$ cat config.mk
export PLATFORM = sky130hd
export DESIGN_NAME = serial_mag_comparator
export DESIGN_NICKNAME = d
export VERILOG_FILES = /design/src/rtl/serial_mag_comparator.sv
export SDC_FILE = /design/constraint.sdc
export NUM_CORES = 1
export LEC_CHECK = 0
export ABC_AREA = 1
export CAP_MARGIN = 20
export CELL_PAD_IN_SITES_DETAIL_PLACEMENT = 1
export CELL_PAD_IN_SITES_GLOBAL_PLACEMENT = 2
export CORE_UTILIZATION = 27
export CTS_CLUSTER_SIZE = 14
export DETAILED_ROUTE_END_ITERATION = 7
export PLACE_DENSITY_LB_ADDON = 0.05
export SYNTH_ARGS = -nofsm -noshare
export SYNTH_HDL_FRONTEND = slang
export SYNTH_SLANG_ARGS = --single-unit
$ cat constraint.sdc
create_clock -name clk -period 0.95 [get_ports clk]
set_input_delay 0.095 -clock clk [delete_from_list [all_inputs] [get_ports clk]]
set_output_delay 0.095 -clock clk [all_outputs]
set_load 0.02 [all_outputs]
$ cat src/rtl/serial_mag_comparator.sv
// Bit-serial WIDTH-bit magnitude comparator: MSB-first, one bit per core cycle, start/done handshake.
// Latency: WIDTH cycles from accepted start to done (SERCMP_EARLY_EXIT_EN: first differing bit position).
// Backpressure: start is ignored while busy; a start in the done cycle is accepted immediately.
module serial_mag_comparator #(
    parameter int WIDTH = 8
) (
    input  logic             clk,
    input  logic             rst_n,
    input  logic             start,
    input  logic [WIDTH-1:0] a,
    input  logic [WIDTH-1:0] b,
    output logic             busy,
    output logic             done,
    output logic             smaller,
    output logic             greater,
    output logic             equal
);

    localparam int CW = (WIDTH > 1) ? $clog2(WIDTH) : 1;

    localparam logic [0:0] IDLE = 1'b0;
    localparam logic [0:0] RUN  = 1'b1;

    logic [0:0]       state;
    logic [WIDTH-1:0] sh_a;
    logic [WIDTH-1:0] sh_b;
    logic [CW-1:0]    cnt;
    logic             decided;
    logic             dec_gt;

    logic bit_a;
    logic bit_b;
    logic bit_diff;
    logic next_decided;
    logic next_gt;
    logic finish;

    // One-bit compare cell on the current MSBs; a decision already made is sticky.
    always_comb begin
        bit_a        = sh_a[WIDTH-1];
        bit_b        = sh_b[WIDTH-1];
        bit_diff     = bit_a ^ bit_b;
        next_decided = decided | bit_diff;
        next_gt      = decided ? dec_gt : bit_a;
`ifdef SERCMP_EARLY_EXIT_EN
        // Stop on the first differing bit; equal operands still walk all bits.
        finish       = (cnt == '0) || (!decided && bit_diff);
`else
        finish       = (cnt == '0);
`endif
    end

    assign busy = (state == RUN);

    // Control FSM, operand shift registers and registered result flags.
    always_ff @(posedge clk or negedge rst_n) begin
        if (!rst_n) begin
            state   <= IDLE;
            sh_a    <= '0;
            sh_b    <= '0;
            cnt     <= '0;
            decided <= 1'b0;
            dec_gt  <= 1'b0;
            done    <= 1'b0;
            smaller <= 1'b0;
            greater <= 1'b0;
            equal   <= 1'b0;
        end else begin
            done <= 1'b0;
            if (state == IDLE) begin
                if (start) begin
                    sh_a    <= a;
                    sh_b    <= b;
                    cnt     <= CW'(WIDTH - 1);
                    decided <= 1'b0;
                    dec_gt  <= 1'b0;
                    smaller <= 1'b0;
                    greater <= 1'b0;
                    equal   <= 1'b0;
                    state   <= RUN;
                end
            end else begin
                sh_a    <= {sh_a[WIDTH-2:0], 1'b0};
                sh_b    <= {sh_b[WIDTH-2:0], 1'b0};
                cnt     <= cnt - CW'(1);
                decided <= next_decided;
                dec_gt  <= next_gt;
                if (finish) begin
                    greater <= next_decided & next_gt;
                    smaller <= next_decided & ~next_gt;
                    equal   <= ~next_decided;
                    done    <= 1'b1;
                    state   <= IDLE;
                end
            end
        end
    end

endmodule

==> results.cfg <==
[floorplanning]
core_area_um2 = 4058
num_io_pins = 24
start_util_pct = 28.71
dieArea_um2 = 4581
fp-row-count = 23
die_y_um = 67.69
die_x_um = 67.69

[cts]
cts_root_buffer = clkbuf_8
clk_latency_ns = 0.27
cts_buffers = 3
tritoncts = done
clock_sinks = 26
htree_num_levels = 1
cts_buffer_depth = 2
clk_pin_slew_worst_paths_ns = 0.09

[timing]
fin_ws_ns = -0.08346
maxSlewHeadroom_pct = 81.46
period_share_pct = 108.8
post-route-min-period_ns = 1.033
rsz0062_at_grt = true
holdWs_ns = 0.1814
max_freq_mhz = 967.6
drv_slew = 0
hold_viol_final = 0
skew_ns = 0.004356
tns_ns = -1.153
tightest_slew_ns = 0.2776
setup_viol = 26

[global_route]
grt-ovfl-total = 0
grt_pass1_vias = 982
grt.total_usage_pct = 14.20
grt_pass1_wl_um = 4719
grt_max_degree = 27
antenna_found_initial = 0

[route]
m1WireLength_um = 1395
dr_wl_met2_um = 1401
ant_nets = 0
wirelength_um = 2911
vias_per_cell = 4.518
vias = 994
drc = 0
dr.pass1.iters = 3
highest_layer = met4
dr_wl_met3_um = 94
wire_per_inst_um = 13.23
drtIter0Drc = 22

[finish]
layout-drive-gt1-share_pct = 40.59
finalNonFillerCells = 220
antenna_cells = 0
fin_util_pct = 44.77
final_nets = 192
mostFrequentLayoutCells = nand2_1, dfrtp_1, clkdlybuf4s50_1, nand2_2, buf_4
final_common_cell = nand2_1
area_growth_pct = 55.96

[worst_setup_path]
path_buf_inv = 2
slowest_stage = dfrtp_2
crit_path_cell_trace = buf_6 -> buf_4 -> nand2_2 -> o21ai_0
cp_data_arrival_time_ns = 1.18
crit_type = flip-flop to flip-flop
worst_setup_path_end_kind = flip-flop
cp_slowest_stage_delay_ns = 0.46
critPathLaunchType = flip-flop
crit_family = flip-flops
cp.required_ns = 1.10
cp_max_fo = 4

[synthesis]
netlist_area_um2 = 1165
syn-instance-count = 130
syn_area_per_cell_um2 = 8.961
synthesis.nets = 151
synth.distinct_cells = 19
ys_warn_count = 0
ys_seq_elements = 26
yosysSeqAreaShare_pct = 55.85

[power_and_ir_drop]
worst_ir_drop_vdd_v = 0.001017
p_leak_nw = 0.8733
p_per_area_nw_per_um2 = 2660
power.total_mw = 4.832

[outcome]
status = finished with violations
violations = negative setup slack

[place]
routabilityCongestion = 0.7081
numPlacedInstances = 211
port_buffers = 23
hpwl_um = 1961

[worst_hold_path]
hp-class = input port to async pin

[flow_run]
drv_cap = 0
-- layer usage --
layer,track usage (%),vias to the layer above
met3,2.027,2
met1,19.06,489
met5,0,-
met4,4.787,0
met2,23.14,14
li1,-,489
-- worst register-to-register path, stage by stage (launching register included) --
cell	delay, ns
dfrtp_2	0.46
buf_6	0.15
buf_4	0.14
nand2_2	0.08
o21ai_0	0.08
-- layout make-up --
type	instances	area [um2]
fillers	459	2241
flip-flops and latches	26	651.9
multi-input cells	86	579.3
repair buffers	39	381.6
inverters	14	77.57
well taps	50	62.56
clock buffers	4	55.05
repair inverters	1	8.758
-- cells in the mapped netlist (all sizes together) --
master	instances	share of area (%)
o21ai	7	3.0
nor2	1	0.32
inv	14	5.4
nand2	56	20
o211ai	3	1.9
ha	2	2.1
buf	4	3.3
o22ai	1	0.54
nand3	13	5.6
a22oi	1	1.1
a22o	1	0.75
nand4	1	0.54
dfrtp	26	56
-- cells by family (layout without fill, tap and decap cells) --
family          count (synthesis)  count (layout)  synth area share, %
simple gates                   71              71                25.99
compound gates                 13              13                7.304
buf+inv                        18              58                8.700
fa+ha+maj                       2               2                2.148
flops                          26              26                55.85
-- report_power, final --
part	total (mW)	switching [mW]	internal [mW]
Clock	0.719	0.348	0.370
Combinational	2.31	1.20	1.11
Sequential	1.81	0.276	1.53
-- registers in the layout, summed over array words and instances, names as in the netlist --
register  flops
dec_gt        1
sh_a          8
done          1
decided       1
smaller       1
sh_b          8
busy          1
greater       1
cnt           3
equal         1
-- path summary, 6_finish.rpt --
kind / depth (start not counted) / endpoint / start / slack (ns)
worst min-delay path: 2 / decided / rst_n / 0.18
worst min register to register: 2 / smaller / smaller / 0.48
worst max register to register: 4 / decided / busy / -0.08
min in group clk: 2 / decided / start / 0.24
max in group asynchronous: 2 / busy / rst_n / 0.60
worst max-delay path: 4 / decided / busy / -0.08
-- per-stage QoR --
stage	worst slack, ns	instance area [um2]
6_report	-0.08346	1817
5_1_grt	-0.1503	1817
4_1_cts	-0.07432	1668
3_5_place_dp	-0.2719	1525
3_3_place_gp	-0.2496	1525
2_1_floorplan	-0.1250	1169
-- timing repair --
item,CTS,global route
endpoints found under the hold margin,0,0
setup endpoints to repair,31,27
hold buffers,0,0
setup buffers,3,1
cloned,0,1
pin swaps,4,5
gates resized for setup,46,36
No activity file was read; power rests on OpenSTA's default activity.
